**src/rtl/digit_entry_buffer_if.sv**
```systemverilog
// rtl/digit_entry_buffer_if.sv - converted-operand valid/ready handshake between entry buffer and core
interface digit_entry_buffer_if #(
  parameter int VALUE_W = 18
);
  logic [VALUE_W-1:0] value_o;
  logic               value_valid;
  logic               value_ready;

  modport master (
    output value_o,
    output value_valid,
    input  value_ready
  );

  modport slave (
    input  value_o,
    input  value_valid,
    output value_ready
  );
endinterface

```
**src/rtl/digit_entry_buffer.sv**
```systemverilog
// rtl/digit_entry_buffer.sv - keypad signed decimal entry buffer with serial BCD-to-binary conversion
module digit_entry_buffer #(
  parameter int NUM_DIGITS = 5,
  parameter int VALUE_W    = 18,
  parameter int KEY_W      = 16
) (
  input  logic                            clk,
  input  logic                            reset,
  input  logic [KEY_W-1:0]                key_pulse,
  output logic [NUM_DIGITS*4-1:0]         digits_o,
  output logic [$clog2(NUM_DIGITS+1)-1:0] digit_count,
  output logic                            neg_o,
  output logic                            full_o,
  output logic                            busy_o,
  digit_entry_buffer_if.master            out_if
);
  localparam int DW = NUM_DIGITS * 4;
  localparam int CW = $clog2(NUM_DIGITS + 1);
  localparam int IW = (NUM_DIGITS > 1) ? $clog2(NUM_DIGITS) : 1;

  typedef enum logic [1:0] {ENTRY, CONVERT, HOLD} state_t;

  state_t             state;
  logic [DW-1:0]      digits;
  logic [CW-1:0]      count;
  logic               neg;
  logic [VALUE_W-1:0] acc;
  logic [IW-1:0]      idx;
  logic               fin;
  logic [VALUE_W-1:0] value_r;
  logic               valid_r;

  logic               k_clear, k_enter, k_back, k_sign;
  logic               dig_hit;
  logic [3:0]         dig_val;
  logic [3:0]         cur_digit;
  logic               unused_keys;

  assign k_clear     = key_pulse[12];
  assign k_enter     = key_pulse[13];
  assign k_back      = key_pulse[11];
  assign k_sign      = key_pulse[10];
  assign unused_keys = ^key_pulse;

  // Descending scan so the lowest asserted digit key wins.
  always_comb begin
    dig_hit = 1'b0;
    dig_val = 4'd0;
    for (int i = 9; i >= 0; i--) begin
      if (key_pulse[i]) begin
        dig_hit = 1'b1;
        dig_val = 4'(i);
      end
    end
  end

  assign cur_digit = 4'(digits >> (4 * idx));

  assign digits_o           = digits;
  assign digit_count        = count;
  assign neg_o              = neg;
  assign full_o             = (count == CW'(NUM_DIGITS));
  assign busy_o             = (state != ENTRY);
  assign out_if.value_o     = value_r;
  assign out_if.value_valid = valid_r;

  always_ff @(posedge clk) begin
    if (reset) begin
      state   <= ENTRY;
      digits  <= '0;
      count   <= '0;
      neg     <= 1'b0;
      acc     <= '0;
      idx     <= '0;
      fin     <= 1'b0;
      value_r <= '0;
      valid_r <= 1'b0;
    end else begin
      case (state)
        ENTRY: begin
          if (k_clear) begin
            digits <= '0;
            count  <= '0;
            neg    <= 1'b0;
          end else if (k_enter) begin
            acc   <= '0;
            idx   <= IW'(NUM_DIGITS - 1);
            fin   <= 1'b0;
            state <= CONVERT;
          end else if (k_back) begin
            if (count != '0) begin
              digits <= digits >> 4;
              count  <= count - 1'b1;
            end
          end else if (k_sign) begin
            neg <= ~neg;
          end else if (dig_hit && !full_o && !(count == '0 && dig_val == 4'd0)) begin
            digits <= (digits << 4) | DW'(dig_val);
            count  <= count + 1'b1;
          end
        end
        CONVERT: begin
          if (k_clear) begin
            digits <= '0;
            count  <= '0;
            neg    <= 1'b0;
            state  <= ENTRY;
          end else if (fin) begin
            // Unsigned negate also maps -0 to 0.
            value_r <= neg ? -acc : acc;
            valid_r <= 1'b1;
            state   <= HOLD;
          end else begin
            acc <= acc * VALUE_W'(10) + VALUE_W'(cur_digit);
            if (idx == '0) fin <= 1'b1;
            else           idx <= idx - 1'b1;
          end
        end
        HOLD: begin
          if (k_clear || out_if.value_ready) begin
            valid_r <= 1'b0;
            digits  <= '0;
            count   <= '0;
            neg     <= 1'b0;
            state   <= ENTRY;
          end
        end
        default: state <= ENTRY;
      endcase
    end
  end
endmodule

```
**src/flat_wrapper.sv**
```systemverilog
// flat-port wrapper written by rule: the top's interface ports become plain ports
module digit_entry_buffer_flat 
#(
  parameter int NUM_DIGITS = 5,
  parameter int VALUE_W    = 18,
  parameter int KEY_W      = 16
)
  (clk, reset, key_pulse, digits_o, digit_count, neg_o, full_o, busy_o, out_if_value_o, out_if_value_valid, out_if_value_ready);
  digit_entry_buffer_if #(.VALUE_W(VALUE_W)) out_if_i ();
  input  logic clk;
  input  logic reset;
  input  logic [KEY_W-1:0] key_pulse;
  output logic [NUM_DIGITS*4-1:0] digits_o;
  output logic [$clog2(NUM_DIGITS+1)-1:0] digit_count;
  output logic neg_o;
  output logic full_o;
  output logic busy_o;
  output wire logic [$bits(out_if_i.value_o)-1:0] out_if_value_o;
  output wire logic [$bits(out_if_i.value_valid)-1:0] out_if_value_valid;
  input wire logic [$bits(out_if_i.value_ready)-1:0] out_if_value_ready;
  assign out_if_value_o = out_if_i.value_o;
  assign out_if_value_valid = out_if_i.value_valid;
  assign out_if_i.value_ready = out_if_value_ready;
  digit_entry_buffer #(.NUM_DIGITS(NUM_DIGITS), .VALUE_W(VALUE_W), .KEY_W(KEY_W)) u_core (.clk(clk), .reset(reset), .key_pulse(key_pulse), .digits_o(digits_o), .digit_count(digit_count), .neg_o(neg_o), .full_o(full_o), .busy_o(busy_o), .out_if(out_if_i));
endmodule
```
**config.mk**
```make
export PLATFORM = sky130hd
export DESIGN_NAME = digit_entry_buffer_flat
export DESIGN_NICKNAME = d
export VERILOG_FILES = /design/src/rtl/digit_entry_buffer_if.sv /design/src/rtl/digit_entry_buffer.sv /design/src/flat_wrapper.sv
export SDC_FILE = /design/constraint.sdc
export NUM_CORES = 1
export LEC_CHECK = 0
export CAP_MARGIN = 20
export CORE_UTILIZATION = 30
export DETAILED_ROUTE_END_ITERATION = 6
export MAX_ROUTING_LAYER = met4
export SLEW_MARGIN = 5
export SYNTH_ARGS = -nofsm -noshare
export SYNTH_HDL_FRONTEND = slang
export SYNTH_SLANG_ARGS = --single-unit
```
**constraint.sdc**
```tcl
create_clock -name clk -period 3.4 [get_ports clk]
set_clock_uncertainty 0.1 [all_clocks]
set_input_delay 0.34 -clock clk [delete_from_list [all_inputs] [get_ports clk]]
set_output_delay 0.34 -clock clk [all_outputs]
set_load 0.005 [all_outputs]
```
After elaboration in Yosys (flattened, before gate mapping)
Cells that the tools add are included.

storage, ports and cells
  bits in registers = 67
  input bits = 19
  output and inout bits = 45
  logic and storage cells = 132

operators by class
  add/sub/neg operators = 5
  multiply operators = 1
  equal/unequal tests = 18
  shift-type cells = 1
  muxes and demuxes = 72
  bitwise operators = 3
  reduce and logical (&&, ||, !) cells = 23

operator list
  operator               number
  $mux 20                8
  $mux 18                5
  $pmux 20 s3            1
  $mux 4                 10
  $mux 3                 13
  $pmux 18 s2            1
  $mux 1                 23
  $or 20x4->20           1
  $shr 20x5->4           1
  $add 18x4->18          1
  $mul 18x3->17 const B  1
  $neg 18->18            1
  $ne 2x2->1 const B     6
  $reduce_and 4->1       3
  $reduce_and 6->1       2
  $mux 2                 5
  $ne 3x3->1 const B     3
  $pmux 3 s3             1
  $ne 4x3->1 const B     2
  $reduce_and 7->1       1
  $logic_not 3->1        2
  $pmux 2 s3             1
  $pmux 3 s2             1
  $reduce_bool 2->1      3
  other kinds (19)       27

Logic depth before layout (Yosys ltp)
  depth in word-level cells = 20
  mapped depth = 15

Worst setup path after synthesis
Ideal clock, no wire load.

  kind = flip-flop to flip-flop
  start point = reg u_core.acc[1]
  end point = reg u_core.acc[17]
  arrival = 3.064 ns
  required time = 3.166 ns
  setup slack = 0.102 ns
  cell stages (with the launch flop) = 13
  buffers on the path = 0
  cells stage by stage = dfxtp_1 -> ha_1 -> ha_1 -> inv_1 -> fa_1 -> nor2b_2 -> o2111ai_1 -> a211oi_1 -> o211a_1 -> or4b_4 -> nor4b_4 -> xnor2_1 -> o22ai_1

between the ends
  cells in the longest elaborated chain, start to end = 5

RTL lines
  element                   line                       RTL
  start: declaration        digit_entry_buffer.sv:27   logic [VALUE_W-1:0] acc;
  start signal: assignment  digit_entry_buffer.sv:114  acc <= acc * VALUE_W'(10) + VALUE_W'(cur_digit);
  $mul 18x3->17             digit_entry_buffer.sv:114
  $add 18x4->18             digit_entry_buffer.sv:114
  $mux 18                   digit_entry_buffer.sv:108  end else if (fin) begin
  $mux 18                   digit_entry_buffer.sv:103  if (k_clear) begin
  $pmux 18 s2               digit_entry_buffer.sv:79   case (state)

Every way passes these cells. The select of a mux whose other input is x is not followed.
A chain may end at the register's enable or synchronous reset.

Worst setup path after layout
  start point = reg u_core.acc[3]
  end point = reg u_core.acc[17]

The elaborated chain is that of the path after synthesis.

==> impl_summary.log <==
INFO  metric ys_warns = 0
INFO  metric dp_hpwl = 8.71 mm
INFO  metric pwr-share-clk = 0.473
INFO  metric htree_levels = 3
INFO  metric reg_to_reg_start = u_core.acc[3]$_SDFFE_PP0P_
INFO  metric slew_violations = 0
INFO  metric netlist_area_pre_place = 0.00468 sq mm
INFO  metric slowest_stage_delay_on_critical_path = 0.57 ns
INFO  metric min-delay-start = u_core.out_if.value_o[10]$_SDFFE_PP0P_
INFO  metric drt-total-wl = 11.8 mm
INFO  metric report.final.setup_viol = 0
INFO  metric worst_hold_slack = 0.351 ns
INFO  metric startpoint_type = flip-flop
INFO  metric fillerInstances = 1480
INFO  metric power.ir.vdd_worst = 0.204 mV
INFO  metric site_row_count = 45
INFO  metric post_synth_num_cell_types = 61
INFO  metric edff_count_synth = 0
INFO  metric pin_count = 64
INFO  metric avgViaCountPerCell = 5.20
INFO  metric post_cts_hold_buffer_count = 0
INFO  metric avgRoutedWirePerCell = 13.8 um
INFO  metric placeableCoreArea = 0.0152 sq mm
INFO  metric drt_first_pass_iters = 5
INFO  metric die_area = 0.0161 sq mm
INFO  metric die_h = 127 um
INFO  metric cts-buffers-inserted = 9
INFO  metric power_leakage = 2.41 nW
INFO  metric synth_sequential_area_ratio = 0.286
INFO  metric clk_root_buffer_cell = sky130_fd_sc_hd__clkbuf_16
INFO  metric switchingPower = 491 uW
INFO  metric synth_top_flop_cell = sky130_fd_sc_hd__dfxtp_1
INFO  metric drive_gt1_frac = 0.131
INFO  metric num_vias = 4442
INFO  metric sequential_cell_area = 0.00135 sq mm
INFO  metric timing_hold_violations_final = 0
INFO  metric worst_setup_hold_path_clk_slew = 0.06 ns
INFO  metric netSwitchingFraction = 0.250
INFO  metric end_kind = flip-flop
INFO  metric hold_class = flip-flop to flip-flop
INFO  metric post_dp_cell_area = 0.00562 sq mm
INFO  metric maxCapViolCount = 0
INFO  metric place.gp.congestion = 0.804
INFO  metric worstSetupPathType = flip-flop to flip-flop
INFO  metric syn_nets = 646
INFO  metric timing.final.ws_setup = 0.0898 ns
INFO  metric critPathMaxFanout = 5
INFO  metric share_comb_of_total_power = 0.108
INFO  metric critical_path_buf_inv_count = 1
INFO  metric tightest_slew = 0.928 ns
INFO  metric gr-usage-all-layers = 0.151
INFO  metric die_width = 127 um
INFO  metric global_route_wire_length_before_repair = 19.6 mm
INFO  metric crit_path_top_delay_cell = sky130_fd_sc_hd__or4b_4
INFO  metric fmax = 302 MHz
INFO  metric design_area = 0.00614 sq mm
INFO  metric layout_worst_path_cycle_share = 0.974
INFO  metric syn-instance-count = 587
INFO  metric final_core_util = 0.404
INFO  metric cellInternalPower = 1.47 mW
INFO  metric worst_ep_arrival_time = 3.38 ns
INFO  metric synthArstFlopShare = 0
INFO  metric critPathTopFamily = simple AND/OR/NAND/NOR gates
INFO  metric grt-ovfl-total = 0
INFO  metric multi_input_combinational_cell_area = 0.00331 sq mm
INFO  metric worstSkewPairLatency = 0.33 ns
INFO  metric relSlewSlack = 0.381
INFO  metric area_growth = 31.1%
INFO  metric dr.first_iter.drc_count = 287
INFO  metric run_status = finished clean
INFO  metric critical_path.cell_chain = buf_4 > ha_4 > ha_4 > nor2b_4 > o31a_1 > nor4b_4 > o31ai_2 > or4b_4 > nor4b_4 > xnor2_1 > o22ai_1
INFO  metric drcViolationCount = 0
INFO  metric syn_avg_cell_area = 7.98 sq um
INFO  metric synthesis_stage_register_bit_count = 67
INFO  metric grt_antenna_before_repair = 0
INFO  metric crit_required = 3.47 ns
INFO  metric grt_pass1_vias = 4203
INFO  metric power-per-cell-area = 320 mW/mm^2
INFO  metric tritoncts = built
INFO  metric place.port_buffers = 61
INFO  metric number_of_buffers_between_clock_root_and_the_deepest_sink = 2
INFO  metric num-nets-final = 720
INFO  metric ant_nets = 0
INFO  metric initial_utilization = 0.308
INFO  metric largest_net_degree_at_the_start_of_global_routing = 49
INFO  metric seq_power_share = 0.420
INFO  metric tritoncts_num_sinks = 67
INFO  metric cp-startpoint = u_core.acc[3]$_SDFFE_PP0P_
INFO  metric insertedDiodeCount = 0
INFO  metric place_worst_setup_slack = 0.0377 ns
INFO  metric min_period = 3.31 ns
stage by stage:
step | instances | TNS (ns) | power, mW
finish | 854 | 0 | 1.96
global route | 854 | -0.0283 | 2.05
CTS | 847 | 0 | 1.99
detailed placement | 831 | 0 | 1.05
global placement | 831 | 0 | 1.04
floorplan | 587 | 0 | 0.968
power by group through the flow:
stage	Sequential (mW)	Clock (mW)	Combinational, mW
after floorplan	0.826	0	0.142
after global placement	0.839	0	0.205
after detailed placement	0.839	0	0.211
after CTS	0.823	0.953	0.213
after global routing	0.826	0.990	0.235
final	0.824	0.928	0.212
cell usage after synthesis, types with 2 or more instances:
master,n,area [sq um]
sky130_fd_sc_hd__a211o_1,2,17.5
sky130_fd_sc_hd__a211oi_1,16,120
sky130_fd_sc_hd__a21o_1,6,45.0
sky130_fd_sc_hd__a21oi_1,65,325
sky130_fd_sc_hd__a22oi_1,14,105
sky130_fd_sc_hd__a31oi_1,2,12.5
sky130_fd_sc_hd__and2_1,3,18.8
sky130_fd_sc_hd__and3_1,7,43.8
sky130_fd_sc_hd__and3b_1,2,17.5
sky130_fd_sc_hd__clkbuf_1,29,109
sky130_fd_sc_hd__dfxtp_1,67,1340
sky130_fd_sc_hd__fa_1,3,60.1
sky130_fd_sc_hd__ha_1,37,463
sky130_fd_sc_hd__inv_1,19,71.3
sky130_fd_sc_hd__mux2i_1,23,230
sky130_fd_sc_hd__nand2_1,36,135
sky130_fd_sc_hd__nand2b_1,4,25.0
sky130_fd_sc_hd__nand3_1,7,35.0
sky130_fd_sc_hd__nand3b_1,2,15.0
sky130_fd_sc_hd__nor2_1,80,300
sky130_fd_sc_hd__nor2b_1,5,31.3
sky130_fd_sc_hd__nor3_1,28,140
sky130_fd_sc_hd__nor3b_1,7,52.6
sky130_fd_sc_hd__nor4_1,5,31.3
sky130_fd_sc_hd__o2111ai_1,2,17.5
sky130_fd_sc_hd__o211a_1,2,20.0
sky130_fd_sc_hd__o211ai_1,2,15.0
sky130_fd_sc_hd__o21a_1,2,15.0
sky130_fd_sc_hd__o21ai_0,18,90.1
sky130_fd_sc_hd__o21ai_1,9,45.0
sky130_fd_sc_hd__o21bai_1,2,15.0
sky130_fd_sc_hd__o22ai_1,5,31.3
sky130_fd_sc_hd__o31ai_1,8,60.1
sky130_fd_sc_hd__o41ai_1,2,17.5
sky130_fd_sc_hd__or2_2,2,12.5
sky130_fd_sc_hd__or3_1,6,37.5
sky130_fd_sc_hd__xnor2_1,10,87.6
sky130_fd_sc_hd__xor2_1,25,219
metal layers:
layer / routed length [um] / up-vias / part of all wire / track usage
met3: 325 / 8 / 0.028 / 0.0240
li1: - / 2277 / - / -
met1: 5600 / 2097 / 0.48 / 0.191
met4: 119 / 0 / 0.010 / 0.0462
met5: 0 / - / 0 / -
met2: 5740 / 60 / 0.49 / 0.246
cell usage in the layout, fill, tap and decap left out, types with 4 or more instances in the layout:
| cell type | count |
|---|---|
| sky130_fd_sc_hd__dfxtp_2 | 5 |
| sky130_fd_sc_hd__o31ai_1 | 7 |
| sky130_fd_sc_hd__xnor2_1 | 10 |
| sky130_fd_sc_hd__clkdlybuf4s50_1 | 60 |
| sky130_fd_sc_hd__nor3b_1 | 7 |
| sky130_fd_sc_hd__buf_4 | 30 |
| sky130_fd_sc_hd__o21ai_0 | 17 |
| sky130_fd_sc_hd__and3_1 | 7 |
| sky130_fd_sc_hd__or3_1 | 6 |
| sky130_fd_sc_hd__xor2_1 | 25 |
| sky130_fd_sc_hd__nand2b_1 | 4 |
| sky130_fd_sc_hd__nor3_1 | 27 |
| sky130_fd_sc_hd__o22ai_1 | 5 |
| sky130_fd_sc_hd__a21o_1 | 6 |
| sky130_fd_sc_hd__nand3_1 | 7 |
| sky130_fd_sc_hd__nand2_1 | 36 |
| sky130_fd_sc_hd__ha_1 | 29 |
| sky130_fd_sc_hd__nor2b_1 | 5 |
| sky130_fd_sc_hd__nor2_1 | 79 |
| sky130_fd_sc_hd__a21oi_1 | 63 |
| sky130_fd_sc_hd__ha_4 | 5 |
| sky130_fd_sc_hd__nor4_1 | 5 |
| sky130_fd_sc_hd__mux2i_1 | 23 |
| sky130_fd_sc_hd__a22oi_1 | 14 |
| sky130_fd_sc_hd__dfxtp_1 | 62 |
| sky130_fd_sc_hd__a211oi_1 | 14 |
| sky130_fd_sc_hd__inv_1 | 18 |
| sky130_fd_sc_hd__o21ai_1 | 9 |
| sky130_fd_sc_hd__clkbuf_16 | 9 |
worst reg2reg max path, cell delays in order (launching register included):
cell and delay, ns:
sky130_fd_sc_hd__dfxtp_2 0.33, sky130_fd_sc_hd__buf_4 0.16, sky130_fd_sc_hd__ha_4 0.24, sky130_fd_sc_hd__ha_4 0.25
sky130_fd_sc_hd__nor2b_4 0.14, sky130_fd_sc_hd__o31a_1 0.34, sky130_fd_sc_hd__nor4b_4 0.35, sky130_fd_sc_hd__o31ai_2 0.12
sky130_fd_sc_hd__or4b_4 0.57, sky130_fd_sc_hd__nor4b_4 0.30, sky130_fd_sc_hd__xnor2_1 0.15, sky130_fd_sc_hd__o22ai_1 0.10
sequential cells by signal, indices dropped and copies added, names as in the netlist:
name	flops
u_core.acc	18
u_core.digit_count	3
u_core.digits_o	20
u_core.fin	1
u_core.idx	3
u_core.neg_o	1
u_core.out_if.value_o	18
u_core.out_if.value_valid	1
u_core.state	2
worst paths after layout:
check,endpoint,slack (ns),depth (start not counted)
min reg2reg,u_core.out_if.value_o[10]$_SDFFE_PP0P_,0.35,2
max reg2reg,u_core.acc[17]$_SDFFE_PP0P_,0.09,11
min,u_core.out_if.value_o[10]$_SDFFE_PP0P_,0.35,2
max,u_core.acc[17]$_SDFFE_PP0P_,0.09,11
logic make-up after synthesis:
kind of cell,share of synthesized area
multiplexers,0.0492
AO/OA/AOI/OAI,0.229
flip-flops,0.286
adder cells (fa/ha/maj),0.112
buffers and inverters,0.0401
XOR/XNOR,0.0655
AND/OR/NAND/NOR,0.218
what timing repair did:
item | CTS | global route
pin swaps | 0 | 14
buffers inserted | 0 | 7
endpoints found under the setup margin | 1 | 4
resized for setup | 1 | 32
final cells by class:
class	count	area share
Multi-Input combinational cell	470	0.540
Sequential cell	67	0.220
Timing Repair Buffer	93	0.140
Clock buffer	10	0.0389
Tap cell	188	0.0383
Inverter	20	0.0122
Clock inverter	6	0.0106
Note: power is estimated with default switching activity, not from simulation.
